===== src/rtl/wave_sched.sv =====
// Four-segment programmable waveform scheduler: plays a {level, duration} table
// for a fixed number of passes (or continuously) and drives a registered waveform.
module wave_sched #(
    parameter int   DUR_W      = 8,
    parameter int   PASS_W     = 8,
    parameter logic IDLE_LEVEL = 1'b0
) (
    input  logic              CLK,
    input  logic              RST_N,
    input  logic              start,
    input  logic              stop,
    input  logic [PASS_W-1:0] passes,
    input  logic              cfg_we,
    input  logic [1:0]        cfg_addr,
    input  logic              cfg_level,
    input  logic [DUR_W-1:0]  cfg_dur,
    output logic              wave_out,
    output logic              busy,
    output logic              done,
    output logic [1:0]        seg_idx,
    output logic [PASS_W-1:0] pass_cnt
);

    typedef enum logic {IDLE, RUN} state_t;

    state_t                 state_q, state_d;
    logic [3:0]             level_q;
    logic [3:0][DUR_W-1:0]  dur_q;
    logic [1:0]             seg_q, seg_d;
    logic [DUR_W-1:0]       cnt_q, cnt_d;
    logic [PASS_W-1:0]      pass_q, pass_d;
    logic [PASS_W-1:0]      passes_q, passes_d;
    logic                   wave_q, wave_d;
    logic                   done_q, done_d;

    logic [3:0]             nz;
    logic [1:0]             first_idx, next_idx;
    logic                   next_ok;
    logic [PASS_W-1:0]      pass_inc;

    for (genvar gi = 0; gi < 4; gi++) begin : g_nz
        assign nz[gi] = (dur_q[gi] != '0);
    end

    // Zero-duration segments are skipped here, so advancing never costs a cycle.
    always_comb begin
        first_idx = 2'd0;
        next_idx  = 2'd0;
        next_ok   = 1'b0;
        for (int i = 3; i >= 0; i--) begin
            if (nz[i]) first_idx = 2'(i);
            if (nz[i] && (2'(i) > seg_q)) begin
                next_idx = 2'(i);
                next_ok  = 1'b1;
            end
        end
    end

    assign pass_inc = pass_q + PASS_W'(1);

    always_comb begin
        state_d  = state_q;
        seg_d    = seg_q;
        cnt_d    = cnt_q;
        pass_d   = pass_q;
        passes_d = passes_q;
        wave_d   = wave_q;
        done_d   = 1'b0;
        case (state_q)
            IDLE: begin
                if (start && !stop) begin
                    pass_d = '0;
                    if (|nz) begin
                        state_d  = RUN;
                        passes_d = passes;
                        seg_d    = first_idx;
                        cnt_d    = dur_q[first_idx] - DUR_W'(1);
                        wave_d   = level_q[first_idx];
                    end else begin
                        done_d = 1'b1;
                    end
                end
            end
            RUN: begin
                if (stop) begin
                    state_d = IDLE;
                    seg_d   = 2'd0;
                    wave_d  = IDLE_LEVEL;
                end else if (cnt_q != '0) begin
                    cnt_d = cnt_q - DUR_W'(1);
                end else if (next_ok) begin
                    seg_d  = next_idx;
                    cnt_d  = dur_q[next_idx] - DUR_W'(1);
                    wave_d = level_q[next_idx];
                end else begin
                    pass_d = pass_inc;
                    if ((passes_q != '0) && (pass_inc == passes_q)) begin
                        state_d = IDLE;
                        seg_d   = 2'd0;
                        wave_d  = IDLE_LEVEL;
                        done_d  = 1'b1;
                    end else begin
                        seg_d  = first_idx;
                        cnt_d  = dur_q[first_idx] - DUR_W'(1);
                        wave_d = level_q[first_idx];
                    end
                end
            end
            default: state_d = IDLE;
        endcase
    end

    always_ff @(posedge CLK or negedge RST_N) begin
        if (!RST_N) begin
            state_q  <= IDLE;
            seg_q    <= 2'd0;
            cnt_q    <= '0;
            pass_q   <= '0;
            passes_q <= '0;
            wave_q   <= IDLE_LEVEL;
            done_q   <= 1'b0;
        end else begin
            state_q  <= state_d;
            seg_q    <= seg_d;
            cnt_q    <= cnt_d;
            pass_q   <= pass_d;
            passes_q <= passes_d;
            wave_q   <= wave_d;
            done_q   <= done_d;
        end
    end

    // Table is writable only while idle so a run always sees a stable schedule.
    always_ff @(posedge CLK or negedge RST_N) begin
        if (!RST_N) begin
            level_q  <= 4'b1010;
            dur_q[0] <= DUR_W'(12);
            dur_q[1] <= DUR_W'(5);
            dur_q[2] <= DUR_W'(3);
            dur_q[3] <= DUR_W'(10);
        end else if (cfg_we && (state_q == IDLE)) begin
            level_q[cfg_addr] <= cfg_level;
            dur_q[cfg_addr]   <= cfg_dur;
        end
    end

    assign wave_out = wave_q;
    assign busy     = (state_q == RUN);
    assign done     = done_q;
    assign seg_idx  = seg_q;
    assign pass_cnt = pass_q;

endmodule


===== config.mk =====
export PLATFORM = sky130hd
export DESIGN_NAME = wave_sched
export DESIGN_NICKNAME = d
export VERILOG_FILES = /design/src/rtl/wave_sched.sv
export SDC_FILE = /design/constraint.sdc
export NUM_CORES = 1
export LEC_CHECK = 0
export CORE_ASPECT_RATIO = 1.5
export CORE_MARGIN = 5
export CORE_UTILIZATION = 58
export DETAILED_ROUTE_END_ITERATION = 16
export PLACE_DENSITY = 0.91
export RECOVER_POWER = 25
export REMOVE_ABC_BUFFERS = 1
export SETUP_SLACK_MARGIN = 0.5
export SYNTH_ARGS = -nofsm -noshare
export SYNTH_HDL_FRONTEND = slang
export SYNTH_SLANG_ARGS = --single-unit

===== constraint.sdc =====
create_clock -name CLK -period 3.6 [get_ports CLK]
set_input_delay 1.08 -clock CLK [delete_from_list [all_inputs] [get_ports CLK]]
set_output_delay 1.08 -clock CLK [all_outputs]
set_load 0.03 [all_outputs]

==> impl_results.rst <==
.. list-table::
   :header-rows: 1

   * - Metric
     - Value
   * - Core area
     - 7180 um^2
   * - Vias in the first global route
     - 3,942
   * - Wire length of the first global-routing pass
     - approximately 20 mm
   * - Placed cell count
     - about 560
   * - Total power draw
     - about 3000 uW
   * - Std-Cell Rows
     - 38
   * - Area of the multi-input gates
     - 2550 um^2
   * - Layout cell share with drive strength beyond 1
     - approximately a quarter
   * - Antenna violations before repair
     - 0
   * - Highest fanout seen on the critical path
     - 6
   * - Slew Viols, Final
     - 0
   * - Inserted Clock Buffers
     - 9
   * - Via count of the routed design
     - 3,866
   * - Data arrival time of the worst path
     - about 3.3 ns
   * - Final weighted congestion in routability-driven placement
     - ~1.1
   * - Final-report hold violation count
     - 0
   * - Hold path startpoint
     - level_q[0]$_DFFE_PN0P_
   * - Highest attainable clock frequency
     - approximately 330 MHz
   * - Insertion delay of the later-clocked pin in the worst-skew pair
     - around 0.36 ns
   * - Number of nets in the layout
     - 497
   * - Starting utilization of the core area
     - between 50% and 60%
   * - Result of the run
     - finished, final reports clean
   * - Syn avg cell area
     - around 10 um^2
   * - Share of the clock period used by the worst path
     - a little over four fifths
   * - Amount of wire on met2 after detailed routing
     - 6.40 mm
   * - Sum of overflow across all layers after global routing
     - 0
   * - Dominant cells by area after synthesis
     - dfrtp_1 (32%), mux2_2 (11%), dfstp_2 (6.2%)
   * - Final design instance area without fill
     - slightly above 5000 um^2
   * - Syn Std Cell Area
     - about 4200 um^2
   * - Launching element type of the critical path
     - flop
   * - Antenna Violating Nets Remaining
     - 0
   * - Top layer used by detailed routing
     - met4
   * - Critical Path Start
     - dur_q[20]$_DFFE_PN0P_
   * - Worst clock skew on the final layout
     - approximately 0.0056 ns
   * - Total power density per cell area
     - about 590 nW/um^2
   * - Synth warnings
     - 0
   * - Count of maximum capacitance violations
     - 0
   * - Hold buffers post-CTS
     - 0
   * - Final critical path time including I/O delays and setup
     - ~3 ns
   * - Least-Margin Pin Slew
     - about 1.1 ns
   * - Initial DRT Pass Iterations
     - 7
   * - Post-detailed-route DRC marker count
     - 0
   * - Maximum VDD drop
     - 0.369 mV
   * - Number of distinct library cells after synthesis
     - 77
   * - Die Area
     - 9160 um^2
   * - Total detailed-routing wirelength
     - ~12 mm
   * - Wire length on met3
     - about 740 um
   * - Sequential cell area fraction in the yosys report
     - between 30% and 40%
   * - Leakage power summed over all cells
     - around 0.0019 uW
   * - Startpoint-to-endpoint class of the critical path
     - flop to flop
   * - Half-perimeter wire length of the detailed placement result
     - roughly 9 mm
   * - Number of port buffers
     - 36
   * - DR vias/cell
     - between 6 and 7
   * - Cell taking the most area after synthesis
     - dfrtp_1
   * - Filler Cell Count
     - 535
   * - Sinks on Clock Net
     - between 60 and 70
   * - Clock tree buffer depth
     - 2
   * - Rel. slew slack
     - 29.9%
   * - Final design utilization
     - 70.5%
   * - Routed wire per std cell
     - 21.3 um
   * - Footprint of the flip-flops and latches
     - approximately 1600 um^2
   * - Synthesized flop and latch total
     - 65
   * - Synth Flop Type
     - dfrtp_1
   * - Post-Place Cell Area
     - around 4800 um^2
   * - Cell at the root of the clock tree
     - clkbuf_8
   * - Total setup violations reported at the end of the flow
     - 0
   * - Async set or reset register ratio after synthesis
     - 100%
   * - First DRT Iteration DRCs
     - 348
   * - Die boundary height
     - around 110 um
   * - Fin cells
     - approximately 570
   * - CTS tree
     - done
   * - Origin of the critical flop-to-flop path
     - dur_q[20]$_DFFE_PN0P_
   * - Met1 Wirelength
     - roughly 4.4 mm
   * - Width of the die
     - 79.8 um
   * - Unrepaired setup endpoints after global routing
     - true
   * - Data required time at the worst endpoint
     - between 3 and 4 ns
   * - Number of H-tree levels
     - 3
   * - Mapped Cells
     - approximately 420
   * - Pin count of the biggest net entering global routing
     - between 40 and 50
   * - Class of the tightest hold or removal check
     - flop to flop
   * - Post-synth EDFFs
     - 0
   * - Top Ports
     - 37
   * - Setup TNS Final
     - 0 ns
   * - CTS clock-pin slew for the worst setup and hold paths
     - ~0.070 ns
   * - Critical path endpoint category
     - flop
   * - Total GRT Usage
     - approximately 28%
   * - Diode count
     - 0
   * - Share of Yosys cell area claimed by the top area cell type
     - approximately 32%
   * - Area grow syn2layout
     - 19.4%
[cell usage in the layout, fill, tap and decap left out, types with 5 or more instances in the layout]
| master | instances |
|---|---|
| a21oi_1 | 22 |
| mux2i_1 | 5 |
| xor2_1 | 5 |
| clkbuf_8 | 12 |
| inv_1 | 9 |
| o21ai_0 | 25 |
| nand2_1 | 27 |
| mux2_2 | 43 |
| or3_1 | 5 |
| buf_4 | 18 |
| xnor2_1 | 10 |
| ha_1 | 5 |
| nor4_1 | 7 |
| o21a_1 | 5 |
| nand3_1 | 9 |
| dfstp_2 | 10 |
| a31oi_1 | 5 |
| nand4_1 | 7 |
| nor4_4 | 6 |
| o31ai_1 | 7 |
| clkdlybuf4s50_1 | 35 |
| nor2_1 | 22 |
| a22o_1 | 8 |
| nor3_1 | 9 |
| dfrtp_1 | 55 |
| nand2b_1 | 5 |
| a31o_2 | 6 |
[power breakdown]
group	switching [uW]	internal [uW]
registers	285	927
logic	602	533
clock network	272	376
[path summary, 6_finish.rpt]
kind	slack (ns)	endpoint	cells past startpoint
max	0.56	cnt_q[5]$_DFFE_PN0P_	7
min	0.51	level_q[0]$_DFFE_PN0P_	1
max reg2reg	0.56	cnt_q[5]$_DFFE_PN0P_	7
min reg2reg	0.51	level_q[0]$_DFFE_PN0P_	1
max in group asynchronous	1.87	dur_q[28]$_DFFE_PN0P_	2
min in group asynchronous	0.91	passes_q[4]$_DFFE_PN0P_	1
[worst max-delay path, cell delays in order, from the launching register on]
cell and delay [ns]:
dfrtp_1 0.47, nor4_4 0.45, a21oi_1 0.22, o311ai_0 0.67, a22o_1 0.29, nand4_2 0.15
or4_1 0.49, a32oi_1 0.21
[per-stage QoR]
step	worst slack [ns]	hold slack, ns
final	0.562	0.513
after global routing	0.487	0.548
after global placement	0.583	0.485
after detailed placement	0.547	0.503
after floorplan	0.821	0.480
after CTS	0.545	0.518
[Yosys cell counts (3+ instances only)]
cell type,n
dfrtp_1,55
mux2_2,43
nand2_1,27
o21ai_0,25
a21oi_1,22
nor2_1,22
clkbuf_1,13
dfstp_2,10
inv_1,10
xnor2_1,10
nand3_1,9
nor3_1,9
a22o_1,8
nand4_1,7
nor4_1,7
o31ai_1,7
a31o_2,6
nor4_2,6
a31oi_1,5
ha_1,5
mux2i_1,5
nand2b_1,5
o21a_1,5
or3_1,5
xor2_1,5
a211o_1,4
a221oi_1,4
a32oi_1,4
or2_2,4
a21o_1,3
o21ai_1,3
o22ai_1,3
or4_1,3
or4_4,3
[cell families after synthesis]
group / after synthesis / synth area share, %
AO/OA/AOI/OAI: 131 / 22.6
XOR/XNOR: 16 / 3.63
adder cells (fa/ha/maj): 5 / 1.47
buffers and inverters: 27 / 2.54
flip-flops: 65 / 38.6
multiplexers: 48 / 12.6
AND/OR/NAND/NOR: 126 / 18.5
[state kept, by name (all words and copies together), names as in the netlist]
register / cells
pass_cnt: 8
busy: 1
passes_q: 8
dur_q: 32
wave_out: 1
done: 1
seg_idx: 2
level_q: 4
cnt_q: 8
[repair_timing]
item,CTS,global route
setup endpoints to repair,0,6
setup buffers,0,2
resized for setup,0,6
hold endpoints to repair,0,0
[layout make-up]
class,count,share of cell area [%]
inverter,11,0.890
clock inverter,2,0.692
clock buffer,14,3.41
multi-input combinational,326,50.4
timing repair buffer,55,9.76
tap,100,2.47
sequential,65,32.4
[metal layers]
metal | vias up | GRT usage (%)
li1 | 1735 | -
met4 | 0 | 18.3
met3 | 64 | 4.94
met5 | - | 1.11
met2 | 194 | 50.1
met1 | 1873 | 29.7
Note: power is estimated with default switching activity, not from simulation.
